--- config.mk ---
export PLATFORM = sky130hd
export DESIGN_NAME = srg_program_loader
export DESIGN_NICKNAME = d
export VERILOG_FILES = /design/src/rtl/srg_program_loader.sv
export SDC_FILE = /design/constraint.sdc
export NUM_CORES = 1
export LEC_CHECK = 0
export ABC_AREA = 1
export CORE_MARGIN = 2
export CORE_UTILIZATION = 45
export CTS_CLUSTER_SIZE = 28
export DETAILED_ROUTE_END_ITERATION = 10
export GPL_ROUTABILITY_DRIVEN = 0
export HOLD_SLACK_MARGIN = 0.1
export PLACE_DENSITY = 0.7
export SETUP_SLACK_MARGIN = 0.1
export SLEW_MARGIN = 10
export SYNTH_ARGS = -nofsm -noshare
export SYNTH_HDL_FRONTEND = slang
export SYNTH_SLANG_ARGS = --single-unit
--- constraint.sdc ---
create_clock -name clk -period 3.5 [get_ports clk]
set_clock_uncertainty 0.1 [all_clocks]
set_input_delay 1.05 -clock clk [delete_from_list [all_inputs] [get_ports clk]]
set_output_delay 1.05 -clock clk [all_outputs]
set_load 0.01 [all_outputs]
--- src/rtl/srg_program_loader.sv ---
// Loader that turns 32-bit instruction words into four big-endian byte writes
// on consecutive addresses of a byte-write / word-read program memory.
module srg_program_loader #(
  parameter logic [31:0] BASE_ADDR = 32'd0,
  parameter int          MEM_BYTES = 8
) (
  input  logic        clk,
  input  logic        rst,
  input  logic        start,
  input  logic        word_valid,
  input  logic [31:0] word_data,
  input  logic        word_last,
  output logic        word_ready,
  output logic        mem_write_readn,
  output logic [31:0] mem_address,
  output logic [7:0]  mem_write_data,
  output logic        busy,
  output logic        done,
  output logic        overflow,
  output logic [7:0]  word_count
);

  localparam logic [2:0] IDLE = 3'd0;
  localparam logic [2:0] WAIT = 3'd1;
  localparam logic [2:0] B0   = 3'd2;
  localparam logic [2:0] B1   = 3'd3;
  localparam logic [2:0] B2   = 3'd4;
  localparam logic [2:0] B3   = 3'd5;
  localparam logic [2:0] DONE = 3'd6;

  // Highest address at which a whole word still fits in the memory.
  localparam logic [31:0] LAST_WORD_ADDR = 32'(MEM_BYTES - 4);

  logic [2:0]  state;
  logic [31:0] addr;
  logic [31:0] wordReg;
  logic        lastReg;

  logic addrFits;
  assign addrFits   = (addr <= LAST_WORD_ADDR);
  assign word_ready = (state == WAIT) && addrFits;

  // NOTE: every register here uses <= so all of them update from the same
  // pre-edge values; mixing in = would make results depend on statement order.
  always_ff @(posedge clk) begin
    if (rst) begin
      state           <= IDLE;
      addr            <= 32'd0;
      wordReg         <= 32'd0;
      lastReg         <= 1'b0;
      mem_write_readn <= 1'b0;
      mem_address     <= 32'd0;
      mem_write_data  <= 8'd0;
      busy            <= 1'b0;
      done            <= 1'b0;
      overflow        <= 1'b0;
      word_count      <= 8'd0;
    end else begin
      done <= 1'b0;
      case (state)
        IDLE: begin
          mem_write_readn <= 1'b0;
          if (start) begin
            addr       <= BASE_ADDR;
            word_count <= 8'd0;
            overflow   <= 1'b0;
            busy       <= 1'b1;
            state      <= WAIT;
          end
        end
        WAIT: begin
          if (!addrFits) begin
            overflow <= 1'b1;
            done     <= 1'b1;
            state    <= DONE;
          end else if (word_valid) begin
            // Outputs are registered, so the B0 byte is loaded on the handshake edge.
            wordReg         <= word_data;
            lastReg         <= word_last;
            mem_write_readn <= 1'b1;
            mem_address     <= addr;
            mem_write_data  <= word_data[31:24];
            state           <= B0;
          end
        end
        B0: begin
          mem_address    <= addr + 32'd1;
          mem_write_data <= wordReg[23:16];
          state          <= B1;
        end
        B1: begin
          mem_address    <= addr + 32'd2;
          mem_write_data <= wordReg[15:8];
          state          <= B2;
        end
        B2: begin
          mem_address    <= addr + 32'd3;
          mem_write_data <= wordReg[7:0];
          state          <= B3;
        end
        B3: begin
          mem_write_readn <= 1'b0;
          addr            <= addr + 32'd4;
          if (word_count != 8'hFF) word_count <= word_count + 8'd1;
          if (lastReg) begin
            done  <= 1'b1;
            state <= DONE;
          end else begin
            state <= WAIT;
          end
        end
        DONE: begin
          mem_write_readn <= 1'b0;
          busy            <= 1'b0;
          state           <= IDLE;
        end
        default: begin
          mem_write_readn <= 1'b0;
          state           <= IDLE;
        end
      endcase
    end
  end

endmodule

==> metrics.txt, run 1 <==
grt ovf=0; Final Hold Viols=0; critical path class=reg -> out; WL final=13.8 mm; Buf/Inv on CP=2; simple-gate portion of the synthesized area=~33%; power density over cell area=~460 nW/µm²; P&R area growth vs syn=22.2%; post-synthesis instance total=between 700 and 800; vias in the first global route=between 4000 and 5000; largest net degree at the start of global routing=43; status=finished clean; WL per Instance=about 14 µm; port bufs=89; RSZ-0062 raised after global routing=no; CTS max path bufs=2; CTS Sinks=between 100 and 150; Setup crit start kind=flip-flop; XOR/XNOR Fraction of Synth Area=less than 1%; DR iter-0 viols=302; Synth Flop Type=dfxtp_1; Post-Syn Area per Cell=between 6 and 7 µm²; design area=6620 µm²; Post-CTS Setup Inserts=0; Critical Path Most Common Cell=nor2_1; Post-Synth Adder-Cell Area=less than 1%; Worst R2R Path Depth=8; FP Rows=40; sequential area share after synthesis=40.6%; initial antenna violation count=0; placed cell areas=6320 µm²; worst reg2reg startpoint=addr[2]$_SDFFE_PP0P_; CP top delay family=buffers and inverters; Unique masters post-synth=41; worst vdd ir=roughly 0.00022 V; Max stage delay on crit path=~530 ps; CTS clock-pin slew for the worst setup and hold paths=approximately 70 ps; I/O pin cnt=90; DR vias=between 5000 and 6000; Slew @ Worst Pin=roughly 710 ps; final setup violation count=0; Slew headroom=a little over half; hold_ws=about 360 ps; CP max-delay cell=clkdlybuf4s50_1; Worst-Skew Late Latency=about 350 ps; CTS tree=done; Crit Path Max Fanout=7; post-route ant nets=0; critical path required time=roughly 2400 ps; post-layout util=55.8%; Max-Cap Viols=0; # diodes=0; Hold Path End=mem_address[6]$_SDFFE_PP0P_; Initial Util=between 40% and 50%; hold depth=2; Die Span X=around 110 µm; DRC=0; Hold Startpoint=mem_address[6]$_SDFFE_PP0P_; HP Class=reg -> reg; Layout Nets=908; Via density=between 5 and 6; 1st-pass router iterations=4; Slew Limit Fails=0; post-layout min period=around 3300 ps; post-synthesis compound-gate area fraction=roughly 14%; area of the core=~12000 µm²; Tcrit/Tclk final=between 90% and 100%; TritonCTS buffer count=9; Fillers=between 1000 and 1500; clock root cell=clkbuf_16; setup TNS=0 ps; CTS H-tree lvls=3; GRT Total Usage=21.6%; first-pass GRT wire length=around 22 mm; Reg2Reg Setup Slack=1260 ps; FF-to-FF End=mem_address[1]$_SDFFE_PP0P_; crit-path cells=ha_1, nor2_1, nor2_1, nand2_2, nor2_4, nand2_4, inv_1, clkdlybuf4s50_1; synthesis warning total=0; worst path arrival time=around 2100 ps; EDFF count, synth=0; Fmax achieved=roughly 300 MHz; syn_nets=836; Worst setup EP type=output pin; largest family of logic cells by synthesized area=simple AND/OR/NAND/NOR gates; fraction of synthesized area in multiplexers=0%; share of cells above drive strength 1=about 6.8%; die area=between 10000 and 15000 µm²; leak pwr=between 2 and 3 nW; ys async rst share=0%; HPWL Detailed=around 10 mm; Die Span Y=between 100 and 150 µm; number of synthesized register bits=110; post-synthesis instance area=between 5000 and 6000 µm²
==> final cells by class <==
type                            count  area, µm²  share of cell area (%)
Tap cell                          147        184                    2.78
Clock buffer                       10        239                    3.61
Sequential cell                   110       2200                    33.3
Inverter                           90        340                    5.14
Timing Repair Buffer               97        946                    14.3
Clock inverter                      6       61.3                   0.926
Multi-Input combinational cell    559       2650                    40.0
==> worst max-delay path by stage <==
stage | from | end | slack [ps] | depth (start not counted)
2_1_floorplan | addr[2]$_SDFFE_PP0P_ | word_ready | 1240 | 7
3_3_place_gp | state[0]$_SDFFE_PP0P_ | word_ready | 620 | 5
3_5_place_dp | state[0]$_SDFFE_PP0P_ | word_ready | 610 | 5
4_1_cts | state[0]$_SDFFE_PP0P_ | word_ready | 220 | 5
5_1_grt | addr[2]$_SDFFE_PP0P_ | word_ready | 110 | 8
6_report | addr[2]$_SDFFE_PP0P_ | word_ready | 240 | 8
==> stage by stage <==
step	worst slack (ps)	instances	power [mW]
after floorplan	1240	795	1.85
after global placement	619	1003	2.04
after detailed placement	607	1003	2.04
after CTS	217	1019	3.07
after global routing	110	1019	3.21
final	240	1019	3.06
==> worst reg2reg max path, cell delays in order, from the launching register on <==
cell and delay [ps]:
dfxtp_1 430, ha_1 180, nor2_1 40, nor2_1 120, nand2_2 130, o21ai_4 360
nand3_4 470, nand2_1 190, a21oi_1 90
==> power breakdown <==
group	leakage [nW]	switching (mW)	internal [mW]
clock	0.148	0.469	0.572
sequential	0.892	0.0618	1.34
combinational	1.54	0.380	0.233
==> metal layers <==
metal	GRT usage (%)	routed length (µm)	vias up
li1	-	-	2707
met1	27.3	6330	2352
met2	37.4	6700	111
met3	3.29	516	17
met4	7.72	271	0
met5	0	0	-
==> cell usage after synthesis (2+ instances only) <==
cell type | instances | area [µm²]
o22ai_1 | 3 | 18.8
nor3_1 | 14 | 70.1
nor2_1 | 124 | 465
a221oi_1 | 2 | 17.5
o31ai_1 | 5 | 37.5
o211ai_1 | 2 | 15.0
buf_6 | 11 | 124
inv_2 | 2 | 7.51
dfxtp_1 | 110 | 2200
nor2_2 | 16 | 100
a21oi_1 | 58 | 290
buf_4 | 2 | 15.0
clkbuf_1 | 17 | 63.8
a211oi_1 | 2 | 15.0
ha_1 | 4 | 50.1
clkinv_1 | 4 | 15.0
xor2_1 | 3 | 26.3
nand4_1 | 23 | 144
o21ai_0 | 67 | 335
buf_2 | 6 | 30.0
inv_1 | 83 | 312
nand3_1 | 38 | 190
nor2_4 | 2 | 22.5
nand2_1 | 178 | 668
nand2_2 | 3 | 18.8
==> registers in the layout, summed over array words and instances (netlist names) <==
register	cells
mem_address	32
addr	30
wordReg	24
mem_write_data	8
word_count	8
state	3
busy	1
done	1
lastReg	1
mem_write_readn	1
overflow	1
==> cells by family (layout without fill, tap and decap cells) <==
group	count (synthesis)	count (layout)
DFF	110	110
AOI/OAI and AO/OA	145	145
buffers and inverters	126	203
adders and majority gates	4	4
xor gates and xnor gates	3	3
and+or+nand+nor	407	407
==> repair_timing <==
action,4_1_cts,5_1_grt
endpoints found under the setup margin,0,1
hold buffers,0,0
gates resized for setup,0,1
==> cells in the final DEF (no fill, tap or decap), types with 3 or more instances in the layout <==
| master | count |
|---|---|
| nor2_1 | 124 |
| a21oi_1 | 58 |
| ha_1 | 4 |
| clkinv_1 | 4 |
| nand4_1 | 23 |
| inv_1 | 83 |
| nor2_2 | 16 |
| o31ai_1 | 5 |
| o22ai_1 | 3 |
| nand3_1 | 38 |
| clkinv_2 | 3 |
| nand2_2 | 3 |
| clkbuf_16 | 9 |
| nand2_1 | 178 |
| buf_4 | 8 |
| clkdlybuf4s50_1 | 88 |
| nor3_1 | 13 |
| o21ai_0 | 67 |
| dfxtp_1 | 109 |
| xor2_1 | 3 |
No activity file was read; power rests on OpenSTA's default activity.
==> inputs of run 2 (changes only) <==
==> constraint.sdc (replaced) <==
create_clock -name clk -period 4 [get_ports clk]
set_clock_uncertainty 0.1 [all_clocks]
set_input_delay 1.2 -clock clk [delete_from_list [all_inputs] [get_ports clk]]
set_output_delay 1.2 -clock clk [all_outputs]
set_load 0.01 [all_outputs]
==> run 2 against run 1 <==
Effect of this change: flip-flop and latch count unchanged; count of clock-buffer cells in the layout grew 2; first-iteration DRC count down 13%; combinational power decreased by 14%; total power shrank 11%; largest cell class unchanged; sequential power decreased by 12%; final cell count decreased by 0.39%; non-clock buffer count decreased by 3; critical path depth decreased by 3; critical path type unchanged; global-route usage is essentially flat; die area unchanged; critical endpoint unchanged; sequential share of layout area about the same.
==> metrics.txt, run 2 (synthesis gave the netlist of run 1 again) <==
FP Rows=40 (unchanged); Total Power=2.73 mW (was 3.06 mW); Post-CTS Resized=0 (unchanged); CTS Sinks=110 (unchanged); Tcrit/Tclk final=between 80 and 90%; critical path class=reg -> out (unchanged); vias in the first global route=4795 (was 4752); clock root cell=clkbuf_16 (unchanged); critical path required time=2700 ps (was 2350 ps); setup TNS=0 ps (unchanged); Worst-Skew Late Latency=350 ps (about the same); final setup violation count=0 (unchanged); 1st-pass router iterations=5 (was 4); CTS clock-pin slew for the worst setup and hold paths=70 ps (about the same); HP Class=reg -> reg (unchanged); power density over cell area=413 nW/µm² (was 461 nW/µm²); grt ovf=0 (unchanged); leak pwr=2.57 nW (was 2.58 nW); RSZ-0062 raised after global routing=no (unchanged); max reg flops=32 (unchanged); Fmax achieved=roughly 290 MHz; Fillers=1177 (was 1175); post-layout min period=3490 ps; Layout Nets=905 (was 908); CTS H-tree lvls=3 (unchanged); Slew @ Worst Pin=823 ps (was 713 ps); DR vias=5167 (was 5187); post-route ant nets=0 (unchanged); Initial Util=45.7% (unchanged); die area=12900 µm² (unchanged); Worst setup EP type=output pin (unchanged); CTS tree=done (unchanged); Setup crit start kind=flip-flop (unchanged); TritonCTS buffer count=9 (unchanged); Largest Register=mem_address (unchanged); Slew Limit Fails=0 (unchanged); WL final=13.8 mm (about the same); Slew headroom=44.9% (was 52.2%); Post-CTS Setup Inserts=0 (unchanged); worst vdd ir=0.000197 V (was 0.000216 V); area of the core=11900 µm² (unchanged); HPWL Detailed=9.83 mm (was 9.98 mm); commonest non-fill, non-tap cells in the layout=nand2_1 (178), nor2_1 (124), dfxtp_1 (110) (was nand2_1 (178), nor2_1 (124), dfxtp_1 (109)); Largest regs=mem_address (32), addr (30), wordReg (24) (unchanged); cts hold-fix bufs=0 (unchanged); Die Span X=114 µm (unchanged); first-pass GRT wire length=22.6 mm (was 22.3 mm); GRT Total Usage=21.6% (about the same); initial antenna violation count=0 (unchanged); Via density=5.09 (about the same); Crit Path Max Fanout=14 (was 7); Final Hold Viols=0 (unchanged); status=finished clean (unchanged); largest net degree at the start of global routing=52 (was 43); WL per Instance=13.6 µm (about the same); Max-Cap Viols=0 (unchanged); CTS max path bufs=2 (unchanged); DR iter-0 viols=264 (was 302); DRC=0 (unchanged); # diodes=0 (unchanged); share of cells above drive strength 1=6.11% (was 6.77%); worst path arrival time=2190 ps (was 2110 ps); I/O pin cnt=90 (unchanged); Die Span Y=114 µm (unchanged); P&R area growth vs syn=22.2% (unchanged); commonest non-fill, non-tap cell in the layout=nand2_1 (unchanged); port bufs=89 (unchanged)
## run 2: critical path, stage by stage, from the launching register on
cell             delay [ps]
dfxtp_1                 620
nand2_1                 170
nor2_2                  300
nand2_4                 130
inv_1                    90
clkdlybuf4s50_1         530
## run 2: final cells by class
class | instances | area, µm² | area share (%)
clock buffers | 12 | 256 | 3.87
multi-input cells | 559 | 2650 | 40.0
inverters | 90 | 340 | 5.14
flip-flops and latches | 110 | 2200 | 33.3
clock inverters | 3 | 67.6 | 1.02
well taps | 147 | 184 | 2.78
repair buffers | 94 | 923 | 13.9
## run 2: final timing paths
check,from,to,slack [ps],cells past startpoint
hold / removal,mem_address[8]$_SDFFE_PP0P_,mem_address[8]$_SDFFE_PP0P_,360,2
setup / recovery,state[0]$_SDFFE_PP0P_,word_ready,510,5
hold reg to reg,mem_address[8]$_SDFFE_PP0P_,mem_address[8]$_SDFFE_PP0P_,360,2
setup reg to reg,state[1]$_SDFFE_PP0P_,word_count[3]$_SDFFE_PP0P_,1570,11
## run 2: routing by layer
| metal | vias up | wire (µm) | track usage [%] | part of all wire (%) |
|---|---|---|---|---|
| met3 | 18 | 532 | 3.67 | 3.8 |
| met5 | - | 0 | 0 | 0 |
| met1 | 2350 | 6410 | 27.0 | 46 |
| li1 | 2694 | - | - | - |
| met2 | 105 | 6670 | 37.9 | 48 |
| met4 | 0 | 237 | 6.67 | 1.7 |
## run 2: metrics by stage
step	cell area [µm²]	util, %	cells	hold WS (ps)	worst slack, ps
after floorplan	5420	-	795	360	1590
after global placement	6300	53.1	1000	349	802
after detailed placement	6300	53.1	1000	353	762
after CTS	6620	55.8	1015	362	516
after global routing	6620	55.8	1015	377	364
final	6620	55.8	1015	361	510
## run 2: power breakdown
group          switching (mW)  internal (mW)  total (mW)
Clock                   0.399          0.580       0.979
Combinational           0.331          0.199       0.530
Sequential             0.0539           1.17        1.23
